**config.mk**
```make
export PLATFORM = sky130hd
export DESIGN_NAME = i2c_slave
export DESIGN_NICKNAME = d
export VERILOG_FILES = /design/src/rtl/i2c_pkg.sv /design/src/rtl/i2c_sync_edge.sv /design/src/rtl/i2c_slave.sv
export SDC_FILE = /design/constraint.sdc
export NUM_CORES = 1
export LEC_CHECK = 0
export ABC_AREA = 1
export CELL_PAD_IN_SITES_DETAIL_PLACEMENT = 1
export CELL_PAD_IN_SITES_GLOBAL_PLACEMENT = 1
export CORE_AREA = 2 2 90 92
export CTS_CLUSTER_DIAMETER = 50
export DETAILED_ROUTE_END_ITERATION = 8
export DIE_AREA = 0 0 92 94
export PLACE_DENSITY = 0.64
export SETUP_SLACK_MARGIN = 0.05
export SLEW_MARGIN = 20
export SYNTH_ARGS = -nofsm -noshare
export SYNTH_HDL_FRONTEND = slang
export SYNTH_SLANG_ARGS = --single-unit
export TNS_END_PERCENT = 1
```
**constraint.sdc**
```tcl
create_clock -name clk -period 2.3 [get_ports clk]
set_clock_uncertainty 0.1 [all_clocks]
set_input_delay 0.46 -clock clk [delete_from_list [all_inputs] [get_ports clk]]
set_output_delay 0.46 -clock clk [all_outputs]
set_load 0.005 [all_outputs]
```
**src/rtl/i2c_pkg.sv**
```systemverilog
// Shared definitions for the I2C target: FSM states and bus-level constants.
package i2c_pkg;

  typedef enum logic [2:0] {
    IDLE      = 3'd0,
    ADDR      = 3'd1,
    ADDR_ACK  = 3'd2,
    WR_DATA   = 3'd3,
    WR_ACK    = 3'd4,
    RD_DATA   = 3'd5,
    RD_ACK    = 3'd6,
    WAIT_STOP = 3'd7
  } state_t;

  localparam logic READ  = 1'b1;
  localparam logic WRITE = 1'b0;
  localparam logic ACK   = 1'b0;
  localparam logic NACK  = 1'b1;

endpackage

```
**src/rtl/i2c_sync_edge.sv**
```systemverilog
// Multi-flop synchronizer for one raw bus line, followed by rise/fall detection
// on the synchronized level. SYNC_STAGES must be at least 2.
module i2c_sync_edge #(
  parameter int SYNC_STAGES = 2
) (
  input  logic clk,
  input  logic rst,
  input  logic din,
  output logic level,
  output logic rise,
  output logic fall
);

  logic [SYNC_STAGES-1:0] sync_in;
  logic [SYNC_STAGES-1:0] sync_reg;
  logic                   prev_reg;

  genvar gi;
  generate
    for (gi = 0; gi < SYNC_STAGES; gi++) begin : g_stage
      if (gi == 0) begin : g_first
        assign sync_in[gi] = din;
      end else begin : g_next
        assign sync_in[gi] = sync_reg[gi-1];
      end
    end
  endgenerate

  // An idle I2C bus is high, so flops reset to 1 to avoid a false edge.
  always_ff @(posedge clk or posedge rst) begin
    if (rst) begin
      sync_reg <= '1;
      prev_reg <= 1'b1;
    end else begin
      sync_reg <= sync_in;
      prev_reg <= sync_reg[SYNC_STAGES-1];
    end
  end

  assign level = sync_reg[SYNC_STAGES-1];
  assign rise  = level & ~prev_reg;
  assign fall  = ~level & prev_reg;

endmodule

```
**src/rtl/i2c_slave.sv**
```systemverilog
// I2C target: address match, write-byte receive, read-byte serve, open-drain SDA.
// All bus decisions are made on synchronized, edge-detected SCL/SDA.
module i2c_slave
  import i2c_pkg::*;
#(
  parameter logic [6:0] SLAVE_ADDR  = 7'h52,
  parameter int         SYNC_STAGES = 2
) (
  input  logic       clk,
  input  logic       rst,
  input  logic       scl_in,
  input  logic       sda_in,
  output logic       sda_oe,
  output logic [7:0] rx_data,
  output logic       rx_valid,
  output logic       tx_req,
  input  logic [7:0] tx_data,
  output logic       addressed,
  output logic [2:0] state
);

  logic scl_q, scl_rise, scl_fall;
  logic sda_q, sda_rise, sda_fall;

  i2c_sync_edge #(.SYNC_STAGES(SYNC_STAGES)) u_scl_sync (
    .clk(clk), .rst(rst), .din(scl_in), .level(scl_q), .rise(scl_rise), .fall(scl_fall)
  );
  i2c_sync_edge #(.SYNC_STAGES(SYNC_STAGES)) u_sda_sync (
    .clk(clk), .rst(rst), .din(sda_in), .level(sda_q), .rise(sda_rise), .fall(sda_fall)
  );

  logic start_det, stop_det;
  assign start_det = sda_fall & scl_q;
  assign stop_det  = sda_rise & scl_q;

  state_t     state_reg, state_next;
  logic [2:0] bit_cnt_reg, bit_cnt_next;
  logic [6:0] shift_reg, shift_next;
  logic [7:0] tx_shift_reg, tx_shift_next;
  logic [7:0] rx_data_reg, rx_data_next;
  logic       sda_oe_reg, sda_oe_next;
  logic       addressed_reg, addressed_next;
  logic       rx_valid_reg, rx_valid_next;
  logic       tx_req_reg, tx_req_next;
  logic       rw_reg, rw_next;
  logic       ack_phase_reg, ack_phase_next;
  logic [7:0] rx_byte;

  assign rx_byte = {shift_reg, sda_q};

  always_ff @(posedge clk or posedge rst) begin
    if (rst) begin
      state_reg     <= IDLE;
      bit_cnt_reg   <= 3'd0;
      shift_reg     <= 7'd0;
      tx_shift_reg  <= 8'd0;
      rx_data_reg   <= 8'h00;
      sda_oe_reg    <= 1'b0;
      addressed_reg <= 1'b0;
      rx_valid_reg  <= 1'b0;
      tx_req_reg    <= 1'b0;
      rw_reg        <= WRITE;
      ack_phase_reg <= 1'b0;
    end else begin
      state_reg     <= state_next;
      bit_cnt_reg   <= bit_cnt_next;
      shift_reg     <= shift_next;
      tx_shift_reg  <= tx_shift_next;
      rx_data_reg   <= rx_data_next;
      sda_oe_reg    <= sda_oe_next;
      addressed_reg <= addressed_next;
      rx_valid_reg  <= rx_valid_next;
      tx_req_reg    <= tx_req_next;
      rw_reg        <= rw_next;
      ack_phase_reg <= ack_phase_next;
    end
  end

  always_comb begin
    state_next     = state_reg;
    bit_cnt_next   = bit_cnt_reg;
    shift_next     = shift_reg;
    tx_shift_next  = tx_shift_reg;
    rx_data_next   = rx_data_reg;
    sda_oe_next    = sda_oe_reg;
    addressed_next = addressed_reg;
    rx_valid_next  = 1'b0;
    tx_req_next    = 1'b0;
    rw_next        = rw_reg;
    ack_phase_next = ack_phase_reg;

    if (stop_det) begin
      state_next     = IDLE;
      bit_cnt_next   = 3'd0;
      sda_oe_next    = 1'b0;
      addressed_next = 1'b0;
    end else if (start_det) begin
      state_next     = ADDR;
      bit_cnt_next   = 3'd0;
      sda_oe_next    = 1'b0;
      addressed_next = 1'b0;
    end else begin
      case (state_reg)
        ADDR: if (scl_rise) begin
          shift_next   = rx_byte[6:0];
          bit_cnt_next = bit_cnt_reg + 3'd1;
          if (bit_cnt_reg == 3'd7) begin
            if (rx_byte[7:1] == SLAVE_ADDR) begin
              state_next     = ADDR_ACK;
              ack_phase_next = 1'b0;
              rw_next        = rx_byte[0];
              tx_req_next    = (rx_byte[0] == READ);
            end else begin
              state_next = WAIT_STOP;
            end
          end
        end
        // First fall presents the ACK; second fall hands SDA to the data phase.
        ADDR_ACK: if (scl_fall) begin
          if (!ack_phase_reg) begin
            sda_oe_next    = ~ACK;
            addressed_next = 1'b1;
            ack_phase_next = 1'b1;
          end else if (rw_reg == WRITE) begin
            sda_oe_next  = 1'b0;
            bit_cnt_next = 3'd0;
            state_next   = WR_DATA;
          end else begin
            sda_oe_next   = ~tx_data[7];
            tx_shift_next = {tx_data[6:0], 1'b0};
            bit_cnt_next  = 3'd0;
            state_next    = RD_DATA;
          end
        end
        WR_DATA: if (scl_rise) begin
          shift_next   = rx_byte[6:0];
          bit_cnt_next = bit_cnt_reg + 3'd1;
          if (bit_cnt_reg == 3'd7) begin
            rx_data_next   = rx_byte;
            rx_valid_next  = 1'b1;
            ack_phase_next = 1'b0;
            state_next     = WR_ACK;
          end
        end
        WR_ACK: if (scl_fall) begin
          if (!ack_phase_reg) begin
            sda_oe_next    = ~ACK;
            ack_phase_next = 1'b1;
          end else begin
            sda_oe_next  = 1'b0;
            bit_cnt_next = 3'd0;
            state_next   = WR_DATA;
          end
        end
        RD_DATA: begin
          if (scl_rise) begin
            bit_cnt_next = bit_cnt_reg + 3'd1;
            if (bit_cnt_reg == 3'd7) begin
              ack_phase_next = 1'b0;
              state_next     = RD_ACK;
            end
          end else if (scl_fall) begin
            sda_oe_next   = ~tx_shift_reg[7];
            tx_shift_next = {tx_shift_reg[6:0], 1'b0};
          end
        end
        // ack_phase here means the master's ACK has been seen on the 9th rise.
        RD_ACK: begin
          if (scl_fall) begin
            if (!ack_phase_reg) begin
              sda_oe_next = 1'b0;
            end else begin
              sda_oe_next   = ~tx_data[7];
              tx_shift_next = {tx_data[6:0], 1'b0};
              bit_cnt_next  = 3'd0;
              state_next    = RD_DATA;
            end
          end else if (scl_rise && !ack_phase_reg) begin
            if (sda_q == NACK) begin
              sda_oe_next = 1'b0;
              state_next  = WAIT_STOP;
            end else begin
              tx_req_next    = 1'b1;
              ack_phase_next = 1'b1;
            end
          end
        end
        default: ;
      endcase
    end
  end

  assign sda_oe    = sda_oe_reg;
  assign rx_data   = rx_data_reg;
  assign rx_valid  = rx_valid_reg;
  assign tx_req    = tx_req_reg;
  assign addressed = addressed_reg;
  assign state     = state_reg;

endmodule

```
* After elaboration in Yosys (flattened, before gate mapping) *
Cells that the tools add are included.
Widths: inputs -> output; s select.

operators by class
  bitwise gates (word level) = 14
  reductions and logical operators = 23
  $add $sub $neg = 1
  multiplexer cells = 76
  equality and inequality tests = 43

operators by type and width
  kind                number
  $mux 3              23
  $mux 8              7
  $ne 4x4->1 const B  12
  $mux 1              40
  $ne 2x2->1 const B  13
  $pmux 8 s3          1
  $pmux 3 s6          1
  $reduce_and 14->1   1
  $eq 3x3->1 const B  4
  $ne 4x1->1 const B  3
  $reduce_and 12->1   1
  $ne 5x5->1 const B  2
  $reduce_and 10->1   1
  $reduce_bool 3->1   3
  $not 1->1           8
  $pmux 1 s4          2
  $reduce_and 4->1    2
  $reduce_bool 4->1   2
  $reduce_bool 8->1   1
  $eq 7x7->1 const B  1
  $reduce_and 7->1    1
  $and 1x1->1         6
  $eq 3x2->1 const B  2
  $ne 2x1->1 const B  3
  other kinds (14)    17

word-level totals
  word-level logic and storage cells = 172
  output and inout port bits = 15
  bits in registers = 41
  bits of input ports = 12

* Depth between registers and ports, before layout *
Gate-level depths: netlist of run 1.

  word-level depth = 8
  mapped depth = 12
  depth with buffers taken out = 10

* Modules after synthesis *
A second synthesis of run 1 with hierarchy kept.

second synthesis, totals
  cell total of the unflattened synthesis = 269
  area, all modules = 2233.4 um^2

by module, submodules not included
  module         sequential area each (um^2)  times used  cells each  area an instance (um^2)
  i2c_slave      850.8                        1           253         2038.2
  i2c_sync_edge  78.8                         2           8           97.6

* Worst setup path before layout of run 1 *
OpenSTA, ideal clock, no wires.

  kind = register to register
  start = reg u_scl_sync.sync_reg[1]
  end = reg state_reg[1] (netlist: state[1])
  cell stages (with the launch flop) = 12
  data arrival time = 1352 ps
  period minus slack after synthesis = 1569 ps
  library setup time = 117 ps
  setup slack = 731 ps
  buffers on the path = 2
  data required time = 2083 ps
  path through = dfstp_2 -> buf_4 -> inv_2 -> nand2_2 -> buf_6 -> inv_1 -> nand3_1 -> nand2_2 -> nor2_4 -> nand2_2 -> nand2_1 -> nand2_1

between the ends
  longest elaborated chain between the ends = 6
  elaborated cells between the ends (all ways) = 25
  classes of those cells = 13 x eq/ne; 4 x mux; 5 x bitwise; 3 x reduce/logical

ends and longest elaborated chain
  element                 line                 text
  start, declared         i2c_sync_edge.sv:15  logic [SYNC_STAGES-1:0] sync_reg;
  start signal, assigned  i2c_sync_edge.sv:35  sync_reg <= sync_in;
  $not 1->1               i2c_sync_edge.sv:42  assign fall = ~level & prev_reg;
  $and 1x1->1             i2c_sync_edge.sv:42
  $mux 3                  i2c_slave.sv:169     if (scl_fall) begin
  $pmux 3 s6              i2c_slave.sv:103     case (state_reg)
  $mux 3                  i2c_slave.sv:97      end else if (start_det) begin
  $mux 3                  i2c_slave.sv:92      if (stop_det) begin
  end signal, assigned    i2c_slave.sv:65      state_reg <= state_next;
  end, declared           i2c_slave.sv:36      state_t state_reg, state_next;

Several ways; a longest one is shown, not always the timed one.
A chain may end at the register's enable or synchronous reset.

* Final worst setup path of run 1 *
  start = reg state_reg[0] (netlist: state[0])
  end = out state[0]

RTL lines
  element        line             text
  end, declared  i2c_slave.sv:19  output logic [2:0] state

No word-level cell between the ends.

==> results of run 1 <==
-- final timing paths --
path                       depth (start not counted)  slack (ns)                     end
max in group asynchronous                          3        1.25     u_scl_sync.prev_reg
min                                                0        0.26  u_sda_sync.sync_reg[1]
max reg2reg                                       10        0.39                state[0]
min reg2reg                                        0        0.26  u_sda_sync.sync_reg[1]
max                                                1        0.16                state[0]
min in group asynchronous                          3        0.48            shift_reg[3]
-- cell usage after synthesis (all sizes together) --
library cell  count
mux2i             6
nor3              5
a31oi             1
a21oi             4
ha                2
buf               9
nand3            27
a21o              1
dfrtp            34
nand4             3
nor2             21
inv              25
dfstp             6
o21ai            26
nand2            91
nand3b            1
-- metrics by stage --
stage               area (µm²)  util [%]  hold slack, ns  setup slack (ns)
floorplan                 2240         -           0.245             0.731
global placement          2550      33.5           0.245             0.426
detailed placement        2550      33.5           0.249             0.427
CTS                       2670      35.1           0.261             0.152
global route              2670      35.1           0.264             0.104
finish                    2670      35.1           0.260             0.157
-- placed cells by master, fill, tap and decap left out, drive strengths merged, types with 5 or more instances in the layout --
master | synthesis | final
o21ai | 26 | 26
mux2i | 6 | 6
nor3 | 5 | 5
clkdlybuf4s50 | 0 | 26
dfstp | 6 | 6
nor2 | 21 | 21
clkbuf | 0 | 6
dfrtp | 34 | 34
inv | 25 | 25
nand2 | 91 | 91
nand3 | 27 | 27
-- area by class of cell --
class / instances / area (µm²)
Tap cell: 102 / 128
Clock buffer: 6 / 82.6
Inverter: 25 / 98.8
Timing Repair Buffer: 27 / 268
Fill cell: 930 / 4930
Clock inverter: 2 / 38.8
Sequential cell: 40 / 1010
Multi-Input combinational cell: 188 / 1050
-- logic make-up after synthesis --
kind of cell    Yosys count  share of synthesized area [%]
fa+ha+maj                 2                           1.12
mux                       6                           2.68
compound gates           32                           9.31
simple gates            148                           33.6
flops                    40                           45.0
buf+inv                  34                           8.31
-- per-layer routing --
layer	track usage, %	vias up	part of all wire [%]
met2	22.2	18	49
met5	0	-	0
met3	2.57	5	2.0
met1	17.5	901	48
met4	4.73	0	1.6
li1	-	887	-
-- report_power, final --
group | internal, µW | total [µW] | switching, µW
registers | 884 | 1090 | 209
logic | 508 | 1330 | 824
clock network | 355 | 614 | 259
==> impl_results.md, run 1 <==
* Outcome: completed
* Fin Setup TNS at 0 ns
* Number of buffers added on ports at 26
* H-tree level count at 2
* DPL Wire Length at 3970 µm
* Initial core utilization at 29.5%
* Warnings from Yosys at 0
* Worst setup SP type: flip-flop
* # Max-Cap Violations at 0
* Cell area after synthesis at 2240 µm²
* Antenna Cells at 0
* Hold Buf Count CTS at 0
* Top delay family on crit path: flip-flops
* Fmax at 0.467 GHz
* Average size of a mapped cell at 8.56 µm²
* Crit-path max cell delay at 0.68 ns
* Area delta synth->final at 19.1%
* CTS tree: yes
* Gr usage total at 13.4%
* Largest area contributor in the netlist: dfrtp_1
* Worst setup path startpoint: state[0]
* CTS clk-pin slew, worst paths at 0.09 ns
* Setup-failing EPs final at 0
* First-pass GRT wire length at 9260 µm
* Synth cell types at 32
* Worst Path Required at 1.74 ns
* Initial antenna violation count at 0
* Hold Path Class: flip-flop to flip-flop
* Deepest clock path buffer count at 2
* Core area at 7610 µm²
* Hold path start: u_sda_sync.sync_reg[0]
* Yosys top cell area share at 37.9%
* Vias per cell at 4.64
* Slew Limit Fails at 0
* Slew @ Worst Pin at 0.523 ns
* Non-filler cells, final at 390
* Largest net degree at the start of global routing at 41
* Die height at 94 µm
* RSZ-0062 raised after global routing: false
* Normalized max-slew margin at 65.2%
* Min Clock Period, post-route at 2.14 ns
* Buffers and inverters on the worst path at 1
* VDD IR-drop max at 0.277 mV
* Post-Synthesis Cells at 262
* CTS sink count at 40
* NumNets Final at 301
* CP cell instances: clkdlybuf4s50_1
* Top cells by area, synth: dfrtp_1 38%, nand2_1 13%, dfstp_2 7.0%, nand3_1 4.9%, o21ai_2 3.5%
* Pwr dens at 1140 nW/µm²
* Reg2reg start: state[1]
* Vias at 1811
* Syn nets at 276
* Antenna Nets Post-Route at 0
* Final hold vios at 0
* Critical path's slowest cell: dfrtp_1
* Worst-path fanout max at 9
* DR WL/cell at 13.4 µm
* Root Driver: clkbuf_8
* Total Die Area at 8650 µm²
* Crit path capture type: primary output
* Io pins at 27
* Max reg flops at 8
* LEAKAGE at 0.00128 µW
* Vias in the first global route at 1935
* TritonCTS buffer count at 5
* Num rows at 32
* Power Total at 3040 µW
* WP data arrival at 1.58 ns
* Period utilisation layout at 93.2%
* Global placement routability congestion at 0.877
* Crit Path Category: flip-flop to primary output
* Ratio of cells with drive above 1 in the final layout at 20.1%
* Seq/Total Area, Yosys at 45.0%
* Detailed Route WL at 5210 µm
* Placed insts at 382
* Global route overflow at 0
* Post-route DRC at 0
* Post-synthesis register bit count at 40
* Drt first pass iters at 4
* Die X at 92 µm
* Worst skew pair latency at 0.30 ns
* Post-cts resize count at 0
* Post-CTS Setup Inserts at 0
* Iter 0 DRT Violations at 77
Note: power is estimated with default switching activity, not from simulation.
==> run 2, diff against run 1 <==
GPL_TIMING_DRIVEN = 0   (was unset)
==> impl_results.md, run 2 (synthesis results as in run 1) <==
* Placed insts at 391
* NumNets Final at 310
* CP cell instances: buf_4 -> inv_2 -> nand2_2 -> buf_6 -> nand2_1 -> nor2_1 -> nand2_1 -> nand2_2 -> nor2_4 -> nand2_2 -> nand2_1 -> nand2_1
* Root Driver: clkbuf_8
* Normalized max-slew margin at 71.5%
* Clock Power Share at 19.8%
* Hold Buf Count CTS at 0
* LEAKAGE at 0.00134 µW
* Worst setup SP type: flip-flop
* Num rows at 32
* Gr usage total at 13.6%
* Core area at 7610 µm²
* Antenna Nets Post-Route at 0
* Grt met2 use at 22.2%
* Vias at 1842
* Final-layout fill cell count at 932
* CTS tree: yes
* First-pass GRT wire length at 9310 µm
* DR WL/cell at 13.0 µm
* Internal power at 1820 µW
* Slew @ Worst Pin at 0.427 ns
* Initial antenna violation count at 0
* # Max-Cap Violations at 0
* Post-route DRC at 0
* CTS clk-pin slew, worst paths at 0.08 ns
* Critical path's slowest cell: dfstp_2
* Vias per cell at 4.62
* Comb pwr share at 48.3%
* Outcome: completed
* Largest net degree at the start of global routing at 24
* RSZ-0062 raised after global routing: false
* Post-CTS Setup Inserts at 0
* CP dominant cell by count: nand2_1
* Worst-path fanout max at 10
* Initial core utilization at 29.5%
* Die height at 94 µm
* Most common cell after layout, fill and taps aside: nand2_1
* VDD IR-drop max at 0.297 mV
* Area post-placement at 2660 µm²
* CTS sink count at 40
* Antenna Cells at 0
* Crit Path Category: flip-flop to flip-flop
* Busiest grt layer: met2
* Drt first pass iters at 4
* Total Die Area at 8650 µm²
* Area delta synth->final at 23.9%
* Setup-failing EPs final at 0
* Switching fraction of total power at 41.6%
* Period utilisation layout at 77.2%
* Power share of the sequential group at 31.8%
* TritonCTS buffer count at 5
* WP data arrival at 1.92 ns
* Final hold vios at 0
* Iter 0 DRT Violations at 49
* Worst Path Required at 2.44 ns
* Crit-path max cell delay at 0.54 ns
* Max reg flops at 8
* Crit path capture type: flip-flop
* Vias in the first global route at 1941
* Non-filler cells, final at 399
* Final instance area at 2780 µm²
* Worst skew pair latency at 0.30 ns
* Global route overflow at 0
* Fmax at 0.563 GHz
* Io pins at 27
* Deepest clock path buffer count at 2
* DPL Wire Length at 4030 µm
* Ratio of cells with drive above 1 in the final layout at 22.9%
* GR Layer Usage met1 at 17.5%
* Die X at 92 µm
* Detailed Route WL at 5190 µm
* Pwr dens at 1120 nW/µm²
* Number of buffers added on ports at 26
* Min Clock Period, post-route at 1.78 ns
* Met3 usage at 2.73%
* Slew Limit Fails at 0
* Hold Path Class: flip-flop to flip-flop
* H-tree level count at 2
* Switch Pwr at 1300 µW
* Commonest non-fill, non-tap cells in the layout: 78 x nand2_1, 34 x dfrtp_1, 26 x clkdlybuf4s50_1
* Global placement routability congestion at 0.837
* Post-cts resize count at 0
==> run 2: per-stage QoR <==
step / TNS, ns / hold WS [ns] / power [µW] / worst slack (ns) / util (%)
4_1_cts: 0 / 0.262 / 3160 / 0.517 / 36.5
6_report: 0 / 0.261 / 3120 / 0.524 / 36.5
3_3_place_gp: -3.92 / 0.245 / 2480 / -0.117 / 34.6
2_1_floorplan: 0 / 0.245 / 2140 / 0.731 / -
5_1_grt: 0 / 0.265 / 3390 / 0.390 / 36.5
3_5_place_dp: 0 / 0.249 / 2520 / 0.552 / 35.0
==> run 2: worst max-delay path: cells and delay by family (launching register included) <==
kind                   cells  cell delay, ns
AND/OR/NAND/NOR            9            0.72
buffers and inverters      3            0.36
flip-flops                 1            0.54
==> run 2: path summary, 6_finish.rpt <==
kind | cells after the start | slack (ns) | end | startpoint
worst max-delay path | 12 | 0.52 | state[2] | u_scl_sync.sync_reg[1]
max in group asynchronous | 3 | 1.20 | u_sda_sync.prev_reg | rst
worst min-delay path | 0 | 0.26 | u_sda_sync.sync_reg[1] | u_sda_sync.sync_reg[0]
worst max register to register | 12 | 0.52 | state[2] | u_scl_sync.sync_reg[1]
min in group asynchronous | 2 | 0.38 | bit_cnt_reg[0] | rst
worst min register to register | 0 | 0.26 | u_sda_sync.sync_reg[1] | u_sda_sync.sync_reg[0]
==> run 2: routing by layer <==
metal | wire (µm) | share of wire (%)
met1 | 2400 | 46
met2 | 2520 | 49
met3 | 153 | 2.9
met4 | 116 | 2.2
met5 | 0 | 0
==> run 2: area by class of cell <==
cell class                      instances  area [µm²]  area share [%]
Buffer                                  9        87.6            3.15
Clock buffer                            6        82.6            2.97
Clock inverter                          2        38.8            1.40
Inverter                               25        98.8            3.56
Multi-Input combinational cell        188        1050            37.7
Sequential cell                        40        1010            36.3
Tap cell                              102         128            4.59
Timing Repair Buffer                   27         288            10.4
==> run 2: power groups by stage <==
stage               logic, µW  clock network [µW]  registers (µW)
floorplan                1150                   0             990
global placement         1480                   0            1000
detailed placement       1510                   0            1010
CTS                      1520                 641             996
global route             1710                 666            1020
finish                   1510                 619             993
